## src/rtl/dispatch_sched_pkg.sv

```systemverilog
// Shared types and constants for the dispatch scheduler: ROB pointer layout,
// FSM state encoding and the ROB idle-state code.
`ifndef ROB_STATE_IDLE
`define ROB_STATE_IDLE 2'd0
`endif

package dispatch_sched_pkg;

  localparam int ROB_SIZE     = 64;
  localparam int ROB_SIZE_LOG = 6;

  typedef struct packed {
    logic                    flag;
    logic [ROB_SIZE_LOG-1:0] idx;
  } rob_ptr_t;

  typedef enum logic [1:0] {
    RUN      = 2'd0,
    RECOVER  = 2'd1,
    WAIT_ROB = 2'd2
  } sched_state_e;

endpackage

```

## src/rtl/dispatch_sched_if.sv

```systemverilog
// Rename-to-dispatch and dispatch-to-IQ handshake bundle; master is the
// rename/IQ environment, slave is the dispatch scheduler.
interface dispatch_sched_if
  import dispatch_sched_pkg::*;
#(
  parameter int ROB_SIZE_LOG = dispatch_sched_pkg::ROB_SIZE_LOG
);

  logic                    in_valid;
  logic                    in_ready;
  logic                    in_is_load;
  logic                    in_is_store;
  logic                    alu_iq_valid;
  logic                    alu_iq_ready;
  logic                    lsu_iq_valid;
  logic                    lsu_iq_ready;
  logic                    enq_robidx_flag;
  logic [ROB_SIZE_LOG-1:0] enq_robidx;

  modport master (
    output in_valid, in_is_load, in_is_store, alu_iq_ready, lsu_iq_ready,
    input  in_ready, alu_iq_valid, lsu_iq_valid, enq_robidx_flag, enq_robidx
  );

  modport slave (
    input  in_valid, in_is_load, in_is_store, alu_iq_ready, lsu_iq_ready,
    output in_ready, alu_iq_valid, lsu_iq_valid, enq_robidx_flag, enq_robidx
  );

endinterface

```

## src/rtl/dispatch_sched_rob_ptr_unit.sv

```systemverilog
// ROB enqueue/dequeue pointers with wrap flags, flush restore of the enqueue
// pointer, and the occupancy/full/overcommit view derived from them.
module dispatch_sched_rob_ptr_unit
  import dispatch_sched_pkg::*;
#(
  parameter int ROB_SIZE     = dispatch_sched_pkg::ROB_SIZE,
  parameter int ROB_SIZE_LOG = dispatch_sched_pkg::ROB_SIZE_LOG
) (
  input  logic                  clock,
  input  logic                  reset,
  input  logic                  fire,
  input  logic [1:0]            commit_cnt,
  input  logic                  flush_valid,
  input  logic [ROB_SIZE_LOG:0] flush_ptr,
  output logic [ROB_SIZE_LOG:0] enq_ptr,
  output logic [ROB_SIZE_LOG:0] occupancy,
  output logic                  full,
  output logic                  overcommit
);

  localparam int PW = ROB_SIZE_LOG + 1;

  logic [PW-1:0] enq_q, enq_d;
  logic [PW-1:0] deq_q, deq_d;
  logic [PW-1:0] commit_ext;
  logic [PW-1:0] occ_after;

  // The flag bit sits directly above the index, so a plain PW-bit add wraps
  // the index and toggles the flag together; the difference is the occupancy.
  assign occupancy  = enq_q - deq_q;
  assign full       = (occupancy == PW'(ROB_SIZE));
  assign commit_ext = PW'(commit_cnt);
  assign occ_after  = occupancy + PW'(fire);
  assign overcommit = (commit_ext > occ_after);
  assign enq_ptr    = enq_q;

  always_comb begin
    enq_d = enq_q;
    if (flush_valid) begin
      enq_d = flush_ptr + PW'(1);
    end else if (fire) begin
      enq_d = enq_q + PW'(1);
    end
    deq_d = deq_q + commit_ext;
    if (overcommit) begin
      deq_d = enq_d;
    end
  end

  always_ff @(posedge clock or posedge reset) begin
    if (reset) begin
      enq_q <= '0;
      deq_q <= '0;
    end else begin
      enq_q <= enq_d;
      deq_q <= deq_d;
    end
  end

endmodule

```

## src/rtl/dispatch_sched.sv

```systemverilog
// Single-lane dispatch controller: steers renamed instructions to the ALU or
// LSU issue queue, allocates ROB indices, and sequences flush recovery.
module dispatch_sched
  import dispatch_sched_pkg::*;
#(
  parameter int ROB_SIZE     = dispatch_sched_pkg::ROB_SIZE,
  parameter int ROB_SIZE_LOG = dispatch_sched_pkg::ROB_SIZE_LOG,
  parameter int PERF_W       = 32
) (
  input  logic                    clock,
  input  logic                    reset,
  dispatch_sched_if.slave         bus,
  output logic [ROB_SIZE_LOG:0]   rob_occupancy,
  input  logic [1:0]              commit_cnt,
  input  logic                    flush_valid,
  input  logic                    flush_robidx_flag,
  input  logic [ROB_SIZE_LOG-1:0] flush_robidx,
  input  logic [1:0]              rob_state,
  output logic [1:0]              sched_state,
  output logic                    err_overcommit,
  output logic [PERF_W-1:0]       stall_rob_full_cnt,
  output logic [PERF_W-1:0]       stall_iq_cnt
);

  sched_state_e          state_q, state_d;
  logic                  is_lsu;
  logic                  target_ready;
  logic                  rob_idle;
  logic                  run_open;
  logic                  go;
  logic                  fire;
  logic                  full;
  logic                  overcommit;
  logic [ROB_SIZE_LOG:0] enq_ptr;
  logic                  err_q;
  logic [PERF_W-1:0]     rob_full_q;
  logic [PERF_W-1:0]     iq_stall_q;

  // IQ valids deliberately ignore the IQ's own ready; only in_ready waits on it.
  assign is_lsu       = bus.in_is_load | bus.in_is_store;
  assign target_ready = is_lsu ? bus.lsu_iq_ready : bus.alu_iq_ready;
  assign rob_idle     = (rob_state == `ROB_STATE_IDLE);
  assign run_open     = (state_q == RUN) & ~flush_valid & ~full & rob_idle;
  assign go           = bus.in_valid & run_open;
  assign fire         = bus.in_valid & bus.in_ready;

  assign bus.alu_iq_valid    = go & ~is_lsu;
  assign bus.lsu_iq_valid    = go & is_lsu;
  assign bus.in_ready        = run_open & target_ready;
  assign bus.enq_robidx_flag = enq_ptr[ROB_SIZE_LOG];
  assign bus.enq_robidx      = enq_ptr[ROB_SIZE_LOG-1:0];

  assign sched_state        = state_q;
  assign err_overcommit     = err_q;
  assign stall_rob_full_cnt = rob_full_q;
  assign stall_iq_cnt       = iq_stall_q;

  dispatch_sched_rob_ptr_unit #(
    .ROB_SIZE     (ROB_SIZE),
    .ROB_SIZE_LOG (ROB_SIZE_LOG)
  ) u_rob_ptr_unit (
    .clock       (clock),
    .reset       (reset),
    .fire        (fire),
    .commit_cnt  (commit_cnt),
    .flush_valid (flush_valid),
    .flush_ptr   ({flush_robidx_flag, flush_robidx}),
    .enq_ptr     (enq_ptr),
    .occupancy   (rob_occupancy),
    .full        (full),
    .overcommit  (overcommit)
  );

  always_ff @(posedge clock or posedge reset) begin
    if (reset) begin
      state_q <= RUN;
    end else begin
      state_q <= state_d;
    end
  end

  // A flush overrides every other transition, including one already in recovery.
  always_comb begin
    state_d = state_q;
    if (flush_valid) begin
      state_d = RECOVER;
    end else begin
      case (state_q)
        RUN:      state_d = RUN;
        RECOVER:  state_d = WAIT_ROB;
        WAIT_ROB: state_d = rob_idle ? RUN : WAIT_ROB;
        default:  state_d = RUN;
      endcase
    end
  end

  always_ff @(posedge clock or posedge reset) begin
    if (reset) begin
      err_q <= 1'b0;
    end else if (overcommit) begin
      err_q <= 1'b1;
    end
  end

  // Stall counters hold at all-ones rather than wrapping back to zero.
  always_ff @(posedge clock or posedge reset) begin
    if (reset) begin
      rob_full_q <= '0;
      iq_stall_q <= '0;
    end else begin
      if (bus.in_valid & (state_q == RUN) & ~flush_valid & full & (rob_full_q != '1)) begin
        rob_full_q <= rob_full_q + PERF_W'(1);
      end
      if (go & ~target_ready & (iq_stall_q != '1)) begin
        iq_stall_q <= iq_stall_q + PERF_W'(1);
      end
    end
  end

endmodule

```

## src/flat_wrapper.sv

```systemverilog
// flat-port wrapper written by rule: the top's interface ports become plain ports
module dispatch_sched_flat import dispatch_sched_pkg::*;
#(
  parameter int ROB_SIZE     = dispatch_sched_pkg::ROB_SIZE,
  parameter int ROB_SIZE_LOG = dispatch_sched_pkg::ROB_SIZE_LOG,
  parameter int PERF_W       = 32
)
  (clock, reset, rob_occupancy, commit_cnt, flush_valid, flush_robidx_flag, flush_robidx, rob_state, sched_state, err_overcommit, stall_rob_full_cnt, stall_iq_cnt, bus_in_valid, bus_in_is_load, bus_in_is_store, bus_alu_iq_ready, bus_lsu_iq_ready, bus_in_ready, bus_alu_iq_valid, bus_lsu_iq_valid, bus_enq_robidx_flag, bus_enq_robidx);
  dispatch_sched_if #(.ROB_SIZE_LOG(ROB_SIZE_LOG)) bus_i ();
  input  logic clock;
  input  logic reset;
  output logic [ROB_SIZE_LOG:0] rob_occupancy;
  input  logic [1:0] commit_cnt;
  input  logic flush_valid;
  input  logic flush_robidx_flag;
  input  logic [ROB_SIZE_LOG-1:0] flush_robidx;
  input  logic [1:0] rob_state;
  output logic [1:0] sched_state;
  output logic err_overcommit;
  output logic [PERF_W-1:0] stall_rob_full_cnt;
  output logic [PERF_W-1:0] stall_iq_cnt;
  input wire logic [$bits(bus_i.in_valid)-1:0] bus_in_valid;
  input wire logic [$bits(bus_i.in_is_load)-1:0] bus_in_is_load;
  input wire logic [$bits(bus_i.in_is_store)-1:0] bus_in_is_store;
  input wire logic [$bits(bus_i.alu_iq_ready)-1:0] bus_alu_iq_ready;
  input wire logic [$bits(bus_i.lsu_iq_ready)-1:0] bus_lsu_iq_ready;
  output wire logic [$bits(bus_i.in_ready)-1:0] bus_in_ready;
  output wire logic [$bits(bus_i.alu_iq_valid)-1:0] bus_alu_iq_valid;
  output wire logic [$bits(bus_i.lsu_iq_valid)-1:0] bus_lsu_iq_valid;
  output wire logic [$bits(bus_i.enq_robidx_flag)-1:0] bus_enq_robidx_flag;
  output wire logic [$bits(bus_i.enq_robidx)-1:0] bus_enq_robidx;
  assign bus_i.in_valid = bus_in_valid;
  assign bus_i.in_is_load = bus_in_is_load;
  assign bus_i.in_is_store = bus_in_is_store;
  assign bus_i.alu_iq_ready = bus_alu_iq_ready;
  assign bus_i.lsu_iq_ready = bus_lsu_iq_ready;
  assign bus_in_ready = bus_i.in_ready;
  assign bus_alu_iq_valid = bus_i.alu_iq_valid;
  assign bus_lsu_iq_valid = bus_i.lsu_iq_valid;
  assign bus_enq_robidx_flag = bus_i.enq_robidx_flag;
  assign bus_enq_robidx = bus_i.enq_robidx;
  dispatch_sched #(.ROB_SIZE(ROB_SIZE), .ROB_SIZE_LOG(ROB_SIZE_LOG), .PERF_W(PERF_W)) u_core (.clock(clock), .reset(reset), .bus(bus_i), .rob_occupancy(rob_occupancy), .commit_cnt(commit_cnt), .flush_valid(flush_valid), .flush_robidx_flag(flush_robidx_flag), .flush_robidx(flush_robidx), .rob_state(rob_state), .sched_state(sched_state), .err_overcommit(err_overcommit), .stall_rob_full_cnt(stall_rob_full_cnt), .stall_iq_cnt(stall_iq_cnt));
endmodule
```

## config.mk

```make
export PLATFORM = sky130hd
export DESIGN_NAME = dispatch_sched_flat
export DESIGN_NICKNAME = d
export VERILOG_FILES = /design/src/rtl/dispatch_sched_pkg.sv /design/src/rtl/dispatch_sched_if.sv /design/src/rtl/dispatch_sched_rob_ptr_unit.sv /design/src/rtl/dispatch_sched.sv /design/src/flat_wrapper.sv
export SDC_FILE = /design/constraint.sdc
export NUM_CORES = 1
export LEC_CHECK = 0
export ABC_AREA = 1
export BUFFER_PORTS_ARGS = -buffer_cell sky130_fd_sc_hd__buf_2
export CORE_MARGIN = 3
export CORE_UTILIZATION = 50
export DETAILED_ROUTE_END_ITERATION = 10
export MAX_ROUTING_LAYER = met4
export PLACE_DENSITY = 0.72
export RECOVER_POWER = 50
export SETUP_SLACK_MARGIN = 0.3
export SLEW_MARGIN = 20
export SYNTH_ARGS = -nofsm -noshare
export SYNTH_HDL_FRONTEND = slang
export SYNTH_HIERARCHICAL = 1
export SYNTH_SLANG_ARGS = --single-unit
```

## constraint.sdc

```tcl
create_clock -name clock -period 6.8 [get_ports clock]
set_clock_uncertainty 0.2 [all_clocks]
set_input_delay 0.68 -clock clock [delete_from_list [all_inputs] [get_ports clock]]
set_output_delay 0.68 -clock clock [all_outputs]
set_load 0.1 [all_outputs]
```

==> results of run 1 <==
==> where the power goes <==
part	switching (mW)	leakage [nW]	internal, mW
Combinational	0.761	2.34	0.206
Clock	0.207	0.138	0.287
Sequential	0.0427	1.10	0.519
==> worst paths after layout <==
kind	startpoint	to	slack [ns]	cells past startpoint
hold / removal	reset	u_core/u_rob_ptr_unit/deq_q[6]	0.17	2
setup / recovery	u_core/u_rob_ptr_unit/enq_ptr[0]	u_core/u_rob_ptr_unit/deq_q[5]	2.33	27
setup reg to reg	u_core/u_rob_ptr_unit/enq_ptr[0]	u_core/u_rob_ptr_unit/deq_q[5]	2.33	27
max in group asynchronous	reset	u_core/stall_rob_full_cnt[14]	2.86	3
hold reg to reg	u_core/stall_rob_full_cnt[31]	u_core/stall_rob_full_cnt[31]	0.36	2
min in group clock	u_core/stall_rob_full_cnt[31]	u_core/stall_rob_full_cnt[31]	0.36	2
==> metrics by stage <==
step	worst slack [ns]	hold WS (ns)	area, um2	util
2_1_floorplan	0.957	0.357	6070	-
3_3_place_gp	2.46	0.340	6690	0.573
3_5_place_dp	2.39	0.349	6690	0.573
4_1_cts	2.37	0.190	6990	0.599
5_1_grt	1.90	0.209	6930	0.594
6_report	2.33	0.167	6930	0.594
==> layer usage <==
metal	share of wire	track usage
met5	0	-
met4	0.022	0.0766
met3	0.048	0.0358
met2	0.47	0.378
met1	0.46	0.323
==> cell usage after synthesis <==
cell type	count	share of area
nand3b_1	6	0.0074
nor2_4	6	0.011
nor2_1	113	0.070
nand2_2	15	0.015
nand2_1	432	0.27
nand4_4	1	0.0035
nor3b_1	1	0.0012
nor2_8	1	0.0033
o21ai_1	3	0.0025
inv_4	1	0.0010
o21bai_1	1	0.0012
or2_2	2	0.0021
nand3_2	2	0.0033
o31ai_1	2	0.0025
inv_1	98	0.061
ha_1	19	0.039
buf_6	5	0.0093
a21boi_1	1	0.0012
nor4_1	1	0.0010
nand3_1	52	0.043
inv_2	6	0.0037
xor2_1	17	0.025
a21oi_1	11	0.0091
nand4_1	15	0.015
fa_1	2	0.0066
nand2_4	3	0.0056
buf_4	3	0.0037
nor3_1	5	0.0041
nor2_2	4	0.0041
o21ai_0	15	0.012
and2_1	1	0.0010
dfrtp_1	81	0.33
nand3b_4	1	0.0033
xnor2_1	16	0.023
buf_2	3	0.0025
a21o_1	1	0.0012
==> area by class of cell <==
class                      count  area [um2]
fill                        1175        4730
multi-input combinational    749        3560
sequential                    81        2030
timing repair buffer         104         469
inverter                     105         397
clock buffer                   9         225
tap                          143         179
clock inverter                 7        78.8
==> kinds of logic (layout without fill, tap and decap cells) <==
logic type               Yosys count  count (layout)  share of synthesized area
AND/OR/NAND/NOR                  661             661                      0.462
buffers and inverters            116             225                     0.0808
adder cells (fa/ha/maj)           21              21                     0.0458
flip-flops                        81              81                      0.334
XOR/XNOR                          33              33                     0.0476
AO/OA/AOI/OAI                     34              34                     0.0301
==> sequential cells by signal, indices dropped and copies added, names as in the netlist <==
register,cells
u_core/stall_iq_cnt,32
u_core/stall_rob_full_cnt,32
u_core/u_rob_ptr_unit/deq_q,7
u_core/u_rob_ptr_unit/enq_ptr,7
u_core/sched_state,2
u_core/err_overcommit,1
==> impl_metrics.ini, run 1 <==
[clock_network]
numCtsBuffers = 9
cts_buffer_depth = 2
cts_root_buf = clkbuf_16
cts_tree = done
clkLatencyLatePin_ns = 0.34
hold_buffers = 0
cts.clk_slew.worst_paths_ns = 0.06
clkSinkCount = 81
htreeDepth = 3
cts_setup_buffers = 0
post_cts_resized = 0

[timing]
finalSetupTns_ns = 0
drv_slew = 68
hold_viol = 0
finalCritPeriodShare = 0.657
max-slew-margin-rel = -1.39
fin_crit_ns = 4.47
setup_viol = 0
worstMarginPinSlew_ns = 3.59
rsz0062_at_grt = false
max_freq_ghz = 0.224

[yosys]
ys_ff_latch = 81
synth_cell_type_count = 36
syn_nets = 986
syn_area_per_cell_um2 = 6.42
ys_seq_area_frac = 0.334
ys_warn_count = 6
synthCells = 946
syn_area_mm2 = 0.00607

[worst_setup_path]
slowest_delay_ns = 0.44
critPathRequiredTime_ns = 6.83
cpMostUsedCell = inv_1
critPathKind = register to register
crit_path_end_kind = register
start_kind = register
cp_max_fo = 8
arrival_ns = 4.50
cpMaxStageDelayCell = fa_1
path_buf_inv = 7
timing.critical_path.max_delay_family = simple AND/OR/NAND/NOR gates

[detailed_routing]
vias = 6005
drtIter0Drc = 364
ant_nets = 0
drt_first_pass_iters = 5
drt_wl_total_um = 15400
drc = 0
avgRoutedWirePerCell_um = 12.8
via_per_inst = 5.01

[job]
maxCapViolCount = 1

[layout]
final_common_cell = nand2_1
n_antenna_cell = 0
finalNonFillerCells = 1198
layout_common_cells = nand2_1 (432), nor2_1 (113), inv_1 (97)
nets = 1090
drive_above_1_share = 0.114
area_delta_synth_final_pct = 14.2

[grt]
grt_max_degree = 68
grt_pass1_vias = 5256
antenna_found_initial = 0
grt_overflow_total = 0
grt_first_pass_wirelength_um = 25400
track_usage = 0.241

[placed_design]
dp_hpwl_um = 12000
io_buffers = 102
place.gp.congestion = 0.899
place_inst = 1182

[pwr]
power.density_mw_per_mm2 = 292
p_total_mw = 2.02
p_leak_nw = 3.58
irDropWorstVdd_uv = 249

[die]
die_h_um = 116
start_util = 0.521
fp-row-count = 39
die-area_mm2 = 0.0135
core_area_mm2 = 0.0117
die_w_um = 116
io_pins = 103

[run_status]
failed_checks = max-capacitance violations, max-slew violations
status = complete, but fails checks

[worst_hold_path]
hold_path.class = input port to asynchronous set/reset pin
(Power assumes the default switching activity.)
==> inputs of run 2 (changes only) <==
- PLACE_DENSITY: 0.72 -> 0.75
- clock period: 6.8 -> 4.1 ns (I/O delays scaled with it)
==> impl_metrics.ini, run 2 (synthesis results as in run 1) <==
[detailed_routing]
avgRoutedWirePerCell_um = 13.6
drc = 0
drt_wl_total_um = 16700
drtIter0Drc = 443
drt_first_pass_iters = 5
via_per_inst = 5.09
vias = 6275
ant_nets = 0

[timing]
fin_ws_ns = -0.151
fin_crit_ns = 4.25
hold_viol = 0
worstMarginPinSlew_ns = 1.75
rsz0062_at_grt = true
drv_slew = 47
max-slew-margin-rel = -0.168
setup_viol = 9
finalCritPeriodShare = 1.04
max_freq_ghz = 0.235

[layout]
final_util = 0.635
n_antenna_cell = 0
area_delta_synth_final_pct = 22.0
n_fill_cell = 1123
layout_common_cells = nand2_1 (431), nor2_1 (110), inv_1 (89)
final_common_cell = nand2_1
seq_area_mm2 = 0.00204
drive_above_1_share = 0.157
nets = 1126
multiInputGateArea_mm2 = 0.00369

[worst_setup_path]
r2r-end = u_core/u_rob_ptr_unit/deq_q[1]
reg2reg_slack_ns = -0.15
cp_max_fo = 7
path_buf_inv = 8
rr_worst_depth = 28
slowest_delay_ns = 0.48
critPathKind = register to register
worst_r2r_startpoint = u_core/u_rob_ptr_unit/enq_ptr[0]
start_kind = register
cpMaxStageDelayCell = dfrtp_4
arrival_ns = 4.34
critPathRequiredTime_ns = 4.18
crit_path_end_kind = register
timing.critical_path.max_delay_family = simple AND/OR/NAND/NOR gates

[run_status]
failed_checks = max-capacitance violations, max-slew violations, negative setup slack
status = complete, but fails checks

[pwr]
irDropWorstVdd_uv = 388
power.density_mw_per_mm2 = 511
p_leak_nw = 3.72
p_total_mw = 3.78

[die]
die_w_um = 116
fp-row-count = 39
start_util = 0.521
die-area_mm2 = 0.0135
core_area_mm2 = 0.0117
io_pins = 103
die_h_um = 116

[clock_network]
cts_root_buf = clkbuf_16
numCtsBuffers = 9
clkSinkCount = 81
htreeDepth = 3
cts.clk_slew.worst_paths_ns = 0.06
cts_buffer_depth = 2
cts_tree = done
clkLatencyLatePin_ns = 0.35

[placed_design]
dp_hpwl_um = 12200
io_buffers = 102
place.gp.congestion = 0.971

[grt]
grt_max_degree = 47
track_usage = 0.259
antenna_found_initial = 0
grt_pass1_vias = 5687
grt_first_pass_wirelength_um = 26900
grt_overflow_total = 0

[worst_hold_path]
worstHoldStart = flush_valid
hold_end = u_core/sched_state[0]
hold_path.class = input port to register
hold_path_depth = 1

[job]
maxCapViolCount = 1
-- run 2: changes by cell type in the layout (fill, tap and decap cells not counted), sizes merged --
cell / change
buf: +20
bufinv: +1
clkbuf: +16
clkinv: -1
clkinvlp: -1
dlygate4sd3: +1
-- run 2: per-stage QoR --
stage	TNS, ns	instance area [um2]	hold WS (ns)	setup slack [ns]	instances
2_1_floorplan	-5.29	6160	0.0989	-0.572	946
3_3_place_gp	0	6880	0.283	0.0603	1195
3_5_place_dp	-0.389	6880	0.277	-0.0575	1195
4_1_cts	0	7360	0.0897	0.111	1228
5_1_grt	-2.46	7410	0.105	-0.310	1234
6_report	-1.06	7410	0.104	-0.151	1234
-- run 2: report_power, final --
part,switching [mW],internal [mW]
combinational,1.42,0.539
clock,0.342,0.552
sequential,0.0662,0.862
total,1.83,1.95
-- run 2: how the worst max path moves through the flow --
stage	start	end	depth (start not counted)	slack, ns
3_5_place_dp	u_core/u_rob_ptr_unit/enq_ptr[0]	u_core/u_rob_ptr_unit/deq_q[4]	27	-0.06
6_report	u_core/u_rob_ptr_unit/enq_ptr[0]	u_core/u_rob_ptr_unit/deq_q[1]	28	-0.15
2_1_floorplan	u_core/u_rob_ptr_unit/enq_ptr[0]	u_core/u_rob_ptr_unit/deq_q[0]	27	-0.57
5_1_grt	u_core/u_rob_ptr_unit/enq_ptr[0]	u_core/u_rob_ptr_unit/deq_q[1]	28	-0.31
4_1_cts	u_core/u_rob_ptr_unit/enq_ptr[0]	u_core/u_rob_ptr_unit/deq_q[1]	27	0.11
3_3_place_gp	u_core/u_rob_ptr_unit/enq_ptr[0]	u_core/u_rob_ptr_unit/deq_q[5]	27	0.06
-- run 2: layout make-up --
cell class	instances	area share
clock buffers	10	0.0323
clock inverters	6	0.0122
inverters	105	0.0547
multi-input cells	749	0.498
flip-flops and latches	81	0.275
well taps	143	0.0242
repair buffers	140	0.104
-- run 2: per-layer routing --
layer,global-route usage,vias up,wire length (um)
met3,0.0316,30,866
met5,-,-,0
met2,0.411,201,7950
met4,0.0998,0,393
li1,-,3207,-
met1,0.341,2837,7520
-- run 2: what timing repair did --
item,4_1_cts,5_1_grt
setup endpoints to repair,8,9
resized for setup,7,22
hold endpoints to repair,14,0
pin swaps,14,9
hold buffers,1,0
setup buffers,16,6
